`src/rtl/caches_types_pkg.sv`:
```
// Cache/memory-control types: arbiter state, grant owner and the round-robin pick.
package caches_types_pkg;

    typedef enum logic [1:0] {
        ARB_IDLE = 2'd0,
        ARB_I    = 2'd1,
        ARB_D    = 2'd2
    } arb_state_t;

    typedef enum logic {
        GNT_I = 1'b0,
        GNT_D = 1'b1
    } grant_t;

    // On a conflict the requester that did not win last time is served.
    function automatic grant_t pick_grant(input logic ireq, input logic dreq, input grant_t last);
        grant_t g;
        if (ireq && dreq) begin
            g = (last == GNT_I) ? GNT_D : GNT_I;
        end else if (dreq) begin
            g = GNT_D;
        end else begin
            g = GNT_I;
        end
        return g;
    endfunction

endpackage

```
`src/rtl/cpu_types_pkg.sv`:
```
// Shared CPU-level types: machine word and the RAM model handshake state.
package cpu_types_pkg;

    localparam int unsigned WORD_W = 32;

    typedef logic [WORD_W-1:0] word_t;

    typedef enum logic [1:0] {
        FREE   = 2'd0,
        BUSY   = 2'd1,
        ACCESS = 2'd2,
        ERROR  = 2'd3
    } ramstate_t;

endpackage

```
`src/rtl/arb_wdt.sv`:
```
// Grant watchdog: counts stalled granted cycles and flags the one that reaches TIMEOUT.
module arb_wdt #(
    parameter int unsigned TIMEOUT = 255
) (
    input  logic clk,
    input  logic rst,
    input  logic clr,
    input  logic en,
    output logic expired
);

    localparam int unsigned CNT_W = (TIMEOUT < 32'd2) ? 1 : $clog2(TIMEOUT + 32'd1);
    localparam int unsigned LIMIT = (TIMEOUT == 32'd0) ? 32'd0 : TIMEOUT - 32'd1;

    logic [CNT_W-1:0] cnt_q;
    logic [CNT_W-1:0] cnt_d;

    // Expiry fires during the TIMEOUT-th stalled cycle; TIMEOUT of zero never fires.
    always_comb begin
        expired = 1'b0;
        if (TIMEOUT != 32'd0) begin
            expired = en && (cnt_q == CNT_W'(LIMIT));
        end else begin
            expired = 1'b0;
        end
    end

    // Counter saturates at the limit so it can never wrap back below it.
    always_comb begin
        cnt_d = cnt_q;
        if (clr) begin
            cnt_d = '0;
        end else if (en && (cnt_q != CNT_W'(LIMIT))) begin
            cnt_d = cnt_q + CNT_W'(1);
        end else begin
            cnt_d = cnt_q;
        end
    end

    // Counter register.
    always_ff @(posedge clk or posedge rst) begin
        if (rst) begin
            cnt_q <= '0;
        end else begin
            cnt_q <= cnt_d;
        end
    end

endmodule

```
`src/rtl/mem_arbiter.sv`:
```
// Round-robin arbiter sharing one RAM port between the icache and the dcache.
module mem_arbiter
    import cpu_types_pkg::*;
    import caches_types_pkg::*;
#(
    parameter int unsigned ADDR_W  = 32,
    parameter int unsigned DATA_W  = 32,
    parameter int unsigned TIMEOUT = 255
) (
    input  logic              CLK,
    input  logic              RST,
    input  logic              iREN,
    input  logic [ADDR_W-1:0] iaddr,
    output logic              iwait,
    output logic [DATA_W-1:0] iload,
    input  logic              dREN,
    input  logic              dWEN,
    input  logic [ADDR_W-1:0] daddr,
    input  logic [DATA_W-1:0] dstore,
    output logic              dwait,
    output logic [DATA_W-1:0] dload,
    output logic              ramREN,
    output logic              ramWEN,
    output logic [ADDR_W-1:0] ramaddr,
    output logic [DATA_W-1:0] ramstore,
    input  logic [DATA_W-1:0] ramload,
    input  ramstate_t         ramstate,
    output logic              arb_err
);

    arb_state_t state_q, state_d;
    grant_t     last_grant_q, last_grant_d;
    logic       arb_err_q, arb_err_d;

    logic dreq_s;
    logic granted_s;
    logic req_active_s;
    logic wdt_clr_s;
    logic wdt_en_s;
    logic wdt_expired_s;
    grant_t pick_s;

    assign dreq_s    = dREN | dWEN;
    assign granted_s = (state_q == ARB_I) || (state_q == ARB_D);
    assign pick_s    = pick_grant(iREN, dreq_s, last_grant_q);
    assign wdt_clr_s = ~granted_s;
    assign wdt_en_s  = granted_s && req_active_s && (ramstate != ACCESS) && (ramstate != ERROR);

    assign iload   = ramload;
    assign dload   = ramload;
    assign arb_err = arb_err_q;

    arb_wdt #(
        .TIMEOUT (TIMEOUT)
    ) u_wdt (
        .clk     (CLK),
        .rst     (RST),
        .clr     (wdt_clr_s),
        .en      (wdt_en_s),
        .expired (wdt_expired_s)
    );

    // RAM port follows whichever requester holds the grant; idle drives zeros.
    always_comb begin
        ramREN       = 1'b0;
        ramWEN       = 1'b0;
        ramaddr      = '0;
        ramstore     = '0;
        req_active_s = 1'b0;
        case (state_q)
            ARB_I: begin
                ramREN       = iREN;
                ramaddr      = iaddr;
                req_active_s = iREN;
            end
            ARB_D: begin
                ramWEN       = dWEN;
                ramREN       = dREN & ~dWEN;
                ramaddr      = daddr;
                ramstore     = dstore;
                req_active_s = dreq_s;
            end
            default: begin
                req_active_s = 1'b0;
            end
        endcase
    end

    // Arbitration, completion and abort; every grant returns through one idle cycle.
    always_comb begin
        state_d      = state_q;
        last_grant_d = last_grant_q;
        arb_err_d    = 1'b0;
        iwait        = 1'b1;
        dwait        = 1'b1;
        case (state_q)
            ARB_IDLE: begin
                if (iREN || dreq_s) begin
                    last_grant_d = pick_s;
                    state_d      = (pick_s == GNT_D) ? ARB_D : ARB_I;
                end else begin
                    state_d = ARB_IDLE;
                end
            end
            ARB_I, ARB_D: begin
                if (!req_active_s) begin
                    state_d = ARB_IDLE;
                end else if (ramstate == ACCESS) begin
                    iwait   = (state_q != ARB_I);
                    dwait   = (state_q != ARB_D);
                    state_d = ARB_IDLE;
                end else if ((ramstate == ERROR) || wdt_expired_s) begin
                    arb_err_d = 1'b1;
                    state_d   = ARB_IDLE;
                end else begin
                    state_d = state_q;
                end
            end
            default: begin
                state_d = ARB_IDLE;
            end
        endcase
    end

    // Arbiter state registers.
    always_ff @(posedge CLK or posedge RST) begin
        if (RST) begin
            state_q      <= ARB_IDLE;
            last_grant_q <= GNT_I;
            arb_err_q    <= 1'b0;
        end else begin
            state_q      <= state_d;
            last_grant_q <= last_grant_d;
            arb_err_q    <= arb_err_d;
        end
    end

endmodule

```
`config.mk`:
```
export PLATFORM = sky130hd
export DESIGN_NAME = mem_arbiter
export DESIGN_NICKNAME = d
export VERILOG_FILES = /design/src/rtl/caches_types_pkg.sv /design/src/rtl/cpu_types_pkg.sv /design/src/rtl/arb_wdt.sv /design/src/rtl/mem_arbiter.sv
export SDC_FILE = /design/constraint.sdc
export NUM_CORES = 1
export LEC_CHECK = 0
export CAP_MARGIN = 5
export CORE_MARGIN = 8
export CORE_UTILIZATION = 22
export DETAILED_ROUTE_END_ITERATION = 8
export GPL_ROUTABILITY_DRIVEN = 0
export PLACE_DENSITY = 0.74
export SLEW_MARGIN = 5
export SYNTH_ARGS = -nofsm -noshare
export SYNTH_HDL_FRONTEND = slang
export SYNTH_SLANG_ARGS = --single-unit
```
`constraint.sdc`:
```
create_clock -name CLK -period 2.1 [get_ports CLK]
set_clock_uncertainty 0.2 [all_clocks]
set_input_delay 0.42 -clock CLK [delete_from_list [all_inputs] [get_ports CLK]]
set_output_delay 0.42 -clock CLK [all_outputs]
set_load 0.01 [all_outputs]
```
[Yosys cells after proc, flatten, opt, wreduce, memory -nomap -nowiden]
Cells that the tools add are included.
Word-level totals
  flip-flop bits (word level): 12
  logic and storage cells: 58
  input bits: 135
  output and inout bits: 133
Cells by class
  eq/ne operators: 12
  bitwise gates (word level): 3
  add/subtract/negate cells: 1
  reduce and logical (&&, ||, !) cells: 12
  multiplexer cells: 26
Operator list (number)
  32-bit case mux with 2 select lines: 1
  32-bit two-way mux: 1
  8-bit two-way mux: 2
  1-bit two-way mux: 14
  2-bit two-way mux: 5
  8-bit by 1-bit adder with 8-bit output (second input constant): 1
  8-bit == test (second input constant): 1
  8-bit inequality test (second input constant): 1
  2-bit == test (second input constant): 3
  1-bit logical AND: 6
  2-bit inequality test (second input constant): 3
  2-bit by 1-bit inequality test with 1-bit output (second input constant): 2
  4-bit inequality test (second input constant): 1
  1-bit case mux with 2 select lines: 2
  2-bit case mux with 2 select lines: 1
  1-bit logical OR: 3
  2-bit by 1-bit == test with 1-bit output (second input constant): 1
  2-bit logical NOT: 1
  2-bit AND reduction: 1
  2-bit OR reduction: 1
  1-bit AND: 1
  1-bit inverter: 1
  1-bit bitwise OR: 1

[Logic depth before layout (Yosys ltp)]
  word-level depth: 11
  depth in mapped cells: 8
  gate-level depth less buffers: 6

[Modules after synthesis]
Synthesis repeated with hierarchy kept, for this count alone.
Second synthesis, totals
  cells, all modules: 257
  area, all modules: 1906.8 µm²
By module, submodules not included
  mem_arbiter: seq. area each 100.1 µm², area an instance 1423.9 µm², times used 1, cells an instance 207
  arb_wdt: seq. area each 200.2 µm², area an instance 483.0 µm², times used 1, cells an instance 50

[Worst setup path before layout]
Ideal clock, no wire load.
  path type: flip-flop to output port
  start point: reg state_q[0]
  end point: out dwait
  cell stages (with the launch flop): 9
  arrival time: 1.434 ns
  setup slack: 0.046 ns
  path buffers: 2
  required time: 1.480 ns
  cell sequence: dfrtp_1 -> inv_1 -> ha_1 -> buf_2 -> o21a_1 -> o21ai_2 -> buf_2 -> nor3b_1 -> nand2_1
On the way
  word-level cells in the longest chain between the ends: 4
  elaborated cells between the ends (all ways): 8
  classes of those cells: 3 x eq/ne; 4 x mux; 1 x reduce/logical
Ends and longest elaborated chain
  from (decl): line mem_arbiter.sv:31  | arb_state_t state_q, state_d;
  from (signal assigned): line mem_arbiter.sv:132  | state_q <= state_d;
  2-bit == test, or another cell as far along: line mem_arbiter.sv:70, mem_arbiter.sv:96
  1-bit case mux with 2 select lines or 1-bit two-way mux (tied branches): line mem_arbiter.sv:70, mem_arbiter.sv:108
  1-bit two-way mux: line mem_arbiter.sv:106  | if (!req_active_s) begin
  1-bit two-way mux (*): line mem_arbiter.sv:96  | case (state_q)
  to (decl): line mem_arbiter.sv:20  | output logic dwait,
Mark *: on every way between the ends. The rest lies on a longest branch, timed or not.

[Final worst setup path]
  start point: reg state_q[1]
  end point: out ramaddr[5]
On the way
  word-level cells in the longest chain between the ends: 2
  elaborated cells between the ends (all ways): 3
  classes of those cells: 2 x eq/ne; 1 x mux
Ends and longest elaborated chain
  2-bit == test or 2-bit by 1-bit == test with 1-bit output (tied branches): line mem_arbiter.sv:70  | case (state_q)
  32-bit case mux with 2 select lines (*): line mem_arbiter.sv:70
  to (decl): line mem_arbiter.sv:24  | output logic [ADDR_W-1:0] ramaddr,
Marks and branches as above.

==> impl_metrics.yaml <==
run_status:
  violations: "negative setup slack"
  status: "finished, violations left"
clock_network:
  clk_pin_slew_worst_paths_ps: 50
  clock_latency_ps: 250
  root_buffer: "clkbuf_8"
  numCtsBuffers: 3
  clockBufferDepth: 2
  tritoncts: "yes"
  h-tree-depth: 1
  cts.sinks: 12
synth:
  synth-edff-count: 0
  synth_cell_type_count: 33
  syn_area_mm2: 0.00192
  synth_flop_cell: "dfrtp_1"
  yosysSeqAreaShare_pct: 15.6
  ys_top_cells_by_area: "buf_4, dfrtp_1, a22oi_1, and2_1, nor2b_1"
  synth_xor_area_share_pct: 0
  ys_async_sr_fraction_pct: 100
  synthMuxAreaShare_pct: 3.91
  ys_ff_latch: 12
  yosysWarningCount: 0
  synthAdderAreaFrac_pct: 3.91
  synth_cells: 251
  yosys.area.top_type_share_pct: 25.4
  syn_area_per_cell_um2: 7.66
  synth_area_leader_cell: "buf_4"
  synth_top_family_by_area: "buffers and inverters"
  synth_simple_gate_area_share_pct: 29.1
  synth_compound_area_share_pct: 18.0
  synth_fp_nets: 392
sta:
  min_period_ps: 2300
  finalHoldViolCount: 0
  slew_violations: 0
  slew_headroom_pct: 59.2
  rsz0062_at_grt: "yes"
  fin_hold_ws_ps: 285
  fin_crit_sh_pct: 110
  setup-violations-final: 70
  tightest_slew_ps: 606
  max_freq_ghz: 0.435
  setup_ws_ps: -201
grt:
  grt-ovfl-total: 0
  grt_pass1_vias: 2439
  grt_pass1_wl_mm: 14.4
  grt_max_degree: 28
  grt_usage_pct: 15.7
  antenna_found_initial: 0
worst_setup_path:
  critPathSlowestCell: "dfrtp_1"
  cp-start-kind: "register"
  r2r_start: "state_q[0]"
  crit_type: "reg -> out"
  cp-startpoint: "state_q[1]"
  crit_fanout: 8
  endpoint_kind: "primary output"
  crit-reg2reg-capture: "state_q[1]"
  critical-path-max-stage-delay_ps: 430
  rr_worst_depth: 7
  required_ps: 1480
  endpoint: "ramaddr[5]"
  cp.arrival_ps: 1680
  r2r_slack_ps: -90
  path_cells: "buf_6 > ha_4 > buf_12 > buf_16 > a22oi_2 > nor2b_1 > buf_2"
flow_run:
  maxCapViolations: 0
floorplan:
  core-area_mm2: 0.00859
  die_y_um: 109
  rows: 34
  start_util_pct: 22.4
  dieArea_mm2: 0.0120
  dieWidth_um: 109
  ioPinCount: 268
drt:
  drt_wl_total_mm: 10.7
  vias_per_cell: 4.57
  drt_pass1_iterations: 4
  dr_total_vias: 2246
  postRouteAntennaNets: 0
  detail_route.wl_per_cell_um: 21.7
  drt_iter0_markers: 87
  drc: 0
final_layout:
  antenna_cells: 0
  syn_to_final_growth_pct: 108
  drive_above_1_share_pct: 47.4
  final_common_cell: "clkdlybuf4s50_1"
  layout_common_cells: "clkdlybuf4s50_1, buf_6, and2_4"
  final_nets: 526
place:
  io_buffer_count: 171
  place_hpwl_mm: 7.43
pwr:
  finalPower_mw: 4.48
  p_per_area_mw_per_mm2: 1120
  ir_drop_v: 0.000621
  p_leak_nw: 1.70
hold_path:
  min_path_type: "in -> async"
## Yosys cell counts (2+ instances only)
cell      number
o21a_1         3
ha_1           6
nor2b_1       33
nor2_1         3
a22oi_1       32
dfrtp_1       12
o21ai_0        3
clkbuf_1      13
mux2i_1        6
inv_1          4
buf_4         65
nand3_1        3
nor3b_1        2
and2_1        33
nand2_1       10
nor3_1         3
a21oi_1        2
buf_2          3
## critical path, delay by kind of cell (launching register included)
| kind | cells | cell delay [ps] |
|---|---|---|
| buf+inv | 4 | 560 |
| flops | 1 | 430 |
| compound gates | 1 | 190 |
| fa+ha+maj | 1 | 170 |
| simple gates | 1 | 80 |
## final cells by class
type | count | area [µm²]
sequential | 12 | 300
multi-input combinational | 154 | 1340
fill | 833 | 4590
inverter | 4 | 15.0
timing repair buffer | 210 | 2160
tap | 108 | 135
clock buffer | 4 | 55.1
## cell families after synthesis
logic type / count (synthesis)
AND/OR/NAND/NOR: 94
buffers and inverters: 85
AO/OA/AOI/OAI: 47
flip-flops: 12
multiplexers: 7
adder cells (fa/ha/maj): 6
## per-layer routing
| layer | global-route usage, % | routed length [µm] |
|---|---|---|
| met5 | 0 | 0 |
| met4 | 4.63 | 185 |
| met3 | 3.81 | 863 |
| met2 | 28.3 | 5580 |
| met1 | 17.7 | 4070 |
## registers in the layout, indices dropped and copies added (netlist names)
register,cells
u_wdt.cnt_q,8
state_q,2
last_grant_q,1
arb_err,1
## worst min-delay path by stage
stage / to / slack [ps] / from
3_3_place_gp: u_wdt.cnt_q[6] / 260 / u_wdt.cnt_q[6]
3_5_place_dp: u_wdt.cnt_q[6] / 280 / u_wdt.cnt_q[6]
4_1_cts: u_wdt.cnt_q[6] / 290 / u_wdt.cnt_q[6]
5_1_grt: u_wdt.cnt_q[6] / 300 / u_wdt.cnt_q[6]
6_report: u_wdt.cnt_q[3] / 280 / RST
2_1_floorplan: arb_err / 80 / RST
## report_power, final
| part | leakage [nW] | internal [mW] | switching [mW] |
|---|---|---|---|
| clock | 0.0288 | 0.166 | 0.0938 |
| sequential | 0.163 | 0.270 | 0.0397 |
| combinational | 1.51 | 2.29 | 1.62 |
## what timing repair did
action                                  in CTS  in global routing
pin swaps                                    8                  6
hold buffers                                 0                  0
cloned                                       6                  2
gates resized for setup                    330                 78
setup buffers                               12                  9
endpoints found under the setup margin      72                 72
## metrics by stage
step | area, µm² | instances | util (%) | setup slack [ps] | setup TNS, ps
finish | 4000 | 492 | 46.6 | -201 | -6390
CTS | 3640 | 486 | 42.3 | -175 | -4510
floorplan | 1920 | 251 | - | 46.2 | 0
global placement | 3380 | 464 | 39.3 | -465 | -15320
global route | 4000 | 492 | 46.6 | -264 | -10500
detailed placement | 3380 | 464 | 39.3 | -509 | -17310
Note: power is estimated with default switching activity, not from simulation.
==> RTL change, RTL diff (same settings) <==
Encoding of `arb_state_t`: now one-hot (3 bits for 3 states).
--- a/src/rtl/caches_types_pkg.sv
+++ b/src/rtl/caches_types_pkg.sv
@@ -1,10 +1,10 @@
 // Cache/memory-control types: arbiter state, grant owner and the round-robin pick.
 package caches_types_pkg;
 
-    typedef enum logic [1:0] {
-        ARB_IDLE = 2'd0,
-        ARB_I    = 2'd1,
-        ARB_D    = 2'd2
+    typedef enum logic [2:0] {
+        ARB_IDLE = 3'b001,
+        ARB_I    = 3'b010,
+        ARB_D    = 3'b100
     } arb_state_t;
 
     typedef enum logic {
Formal check against the unedited RTL: no difference found for any inputs over 10 cycles, from zero or initial values and one cycle with RST high; not proved beyond that.
==> RTL change against the original RTL <==
- the run still ends with negative setup slack left
- sequential share of layout area grew 1.8 points
- setup slack gained 56 ps
- final area shrank 12%
- largest cell class unchanged
- count of clock-buffer cells in the layout is the same
- area after synthesis shrank 4.3%
- wire length shrank 12%
- synthesized cell count shrank 11%
- maximum frequency grew 2.5%
- cell count shrank 6.1%
- sequential cell count grew 1
Power is not compared: it rests on default switching activity, and its combinational part moved more than twofold at a synthesized area within 25%.
==> RTL change: results (changes against the original RTL) <==
stage	metric	value	unit	change
layout	Final #Nets	495		-5.9%
logic_synthesis	post-synthesis sequential area ratio	0.1776		+0.02130
routing	Vias/cell	4.673		+2.4%
worst_setup_path	worst reg2reg path depth	6		-1
layout	share of cells above drive strength 1	0.3669		-0.1070
worst_setup_path	crit path capture	ramREN		
logic_synthesis	post-synthesis mux area share	0.03265		-0.006409
logic_synthesis	most frequent cells after synthesis	buf_4 (65), and2_1 (34), a22o_1 (32)		
layout	Non-clock buffers	208		-0.95%
worst_setup_path	Worst Path Arrival	1630	ps	-50 ps
worst_setup_path	Crit Reg-Reg Endpoint	u_wdt.cnt_q[4]$_DFFE_PP0P_		
routing	met3 wire length	847	microns	-1.9%
global_routing	vias in the first global route	2283		-6.4%
layout	Fill cells	802		-3.7%
layout	non-clock buffer area fraction after layout	0.5657		+0.02627
timing	setup_tns	-5840	ps	+547.3 ps
global_routing	met2 Use GR	0.2635		-0.01992
logic_synthesis	Mapped Cells	224		-11%
layout	clock-cell share of area	0.01285		-0.0009106
routing	met2 wire length	4.766	mm	-15%
worst_setup_path	Max FO, Critical Path	7		-1
placement	placed insts	436		-6.0%
clocking	post-CTS sizing	316		-4.2%
global_routing	Tot GR Track Use	0.1414		-0.01534
logic_synthesis	Synth Area in Compound Gates	0.2129		+0.03324
placement	Area after DPL	3271	sq um	-3.2%
worst_setup_path	R2R Path Start	state_q[2]$_DFFE_PP0P_		
layout	area of the multi-input gates	1007	sq um	-25%
logic_synthesis	Synth Area in Adders	0.01361		-0.02546
outcome	status	finished, violations left		
routing	drt first-iter violations	60		-31%
logic_synthesis	syn nets	361		-7.9%
layout	number of multi-input logic gates	129		-16%
routing	DR WL/cell	20.34	microns	-6.4%
timing	Rel. slew slack	0.6709		+0.07931
global_routing	antenna violations before repair	1		+1
timing	count of final setup violators	67		-4.3%
timing	setup ws final	-145.3	ps	+55.89 ps
routing	highest metal used	met4		
global_routing	global-route wire length before repair	12.87	mm	-11%
layout	flip-flop and latch count	13		+1
logic_synthesis	Syn Area/Cell	8.211	sq um	+7.2%
worst_setup_path	reg2reg setup slack	100	ps	+190 ps
layout	Seq area share	0.09350		+0.01846
routing	met1 wire length	3.569	mm	-12%
layout	Final Util	0.4288		-0.03680
outcome	failing checks	negative setup slack		
layout	Largest regs	u_wdt.cnt_q: 8 flops, state_q: 3 flops		
clocking	# Post-CTS Setup Buffers	10		-2
placement	Setup Slack @ Placement	-460.1	ps	+49.31 ps
routing	drt total wl	9.399	mm	-12%
global_routing	largest net degree at the start of global routing	27		-3.6%
layout	Logic inverters	3		-1
logic_synthesis	Netlist cell types	39		+18%
logic_synthesis	most area-consuming cells after synthesis	buf_4 (27%), dfrtp_1 (16%), a22o_1 (15%), and2_1 (12%), mux2i_1 (3.3%)		
global_routing	met3 Track Usage GR	0.04371		+0.005612
placement	post-detail-place hpwl	6.619	mm	-11%
global_routing	met1 usage	0.1458		-0.03152
-- RTL change: critical path: stages, from the launching register on --
cell and delay, ps:
dfstp_2 560, nor3b_4 50, buf_6 120, buf_12 120, buf_16 130, a32o_1 240, buf_2 140
-- RTL change: worst min-delay path by stage --
| stage | cells after the start | slack (ps) | endpoint | from |
|---|---|---|---|---|
| after floorplan | 1 | 100 | arb_err$_DFF_PP0_ | RST |
| after global placement | 1 | 290 | last_grant_q$_DFFE_PP0P_ | last_grant_q$_DFFE_PP0P_ |
| after detailed placement | 1 | 300 | last_grant_q$_DFFE_PP0P_ | last_grant_q$_DFFE_PP0P_ |
| after CTS | 1 | 300 | last_grant_q$_DFFE_PP0P_ | last_grant_q$_DFFE_PP0P_ |
| after global routing | 1 | 320 | last_grant_q$_DFFE_PP0P_ | last_grant_q$_DFFE_PP0P_ |
| final | 2 | 300 | arb_err$_DFF_PP0_ | RST |
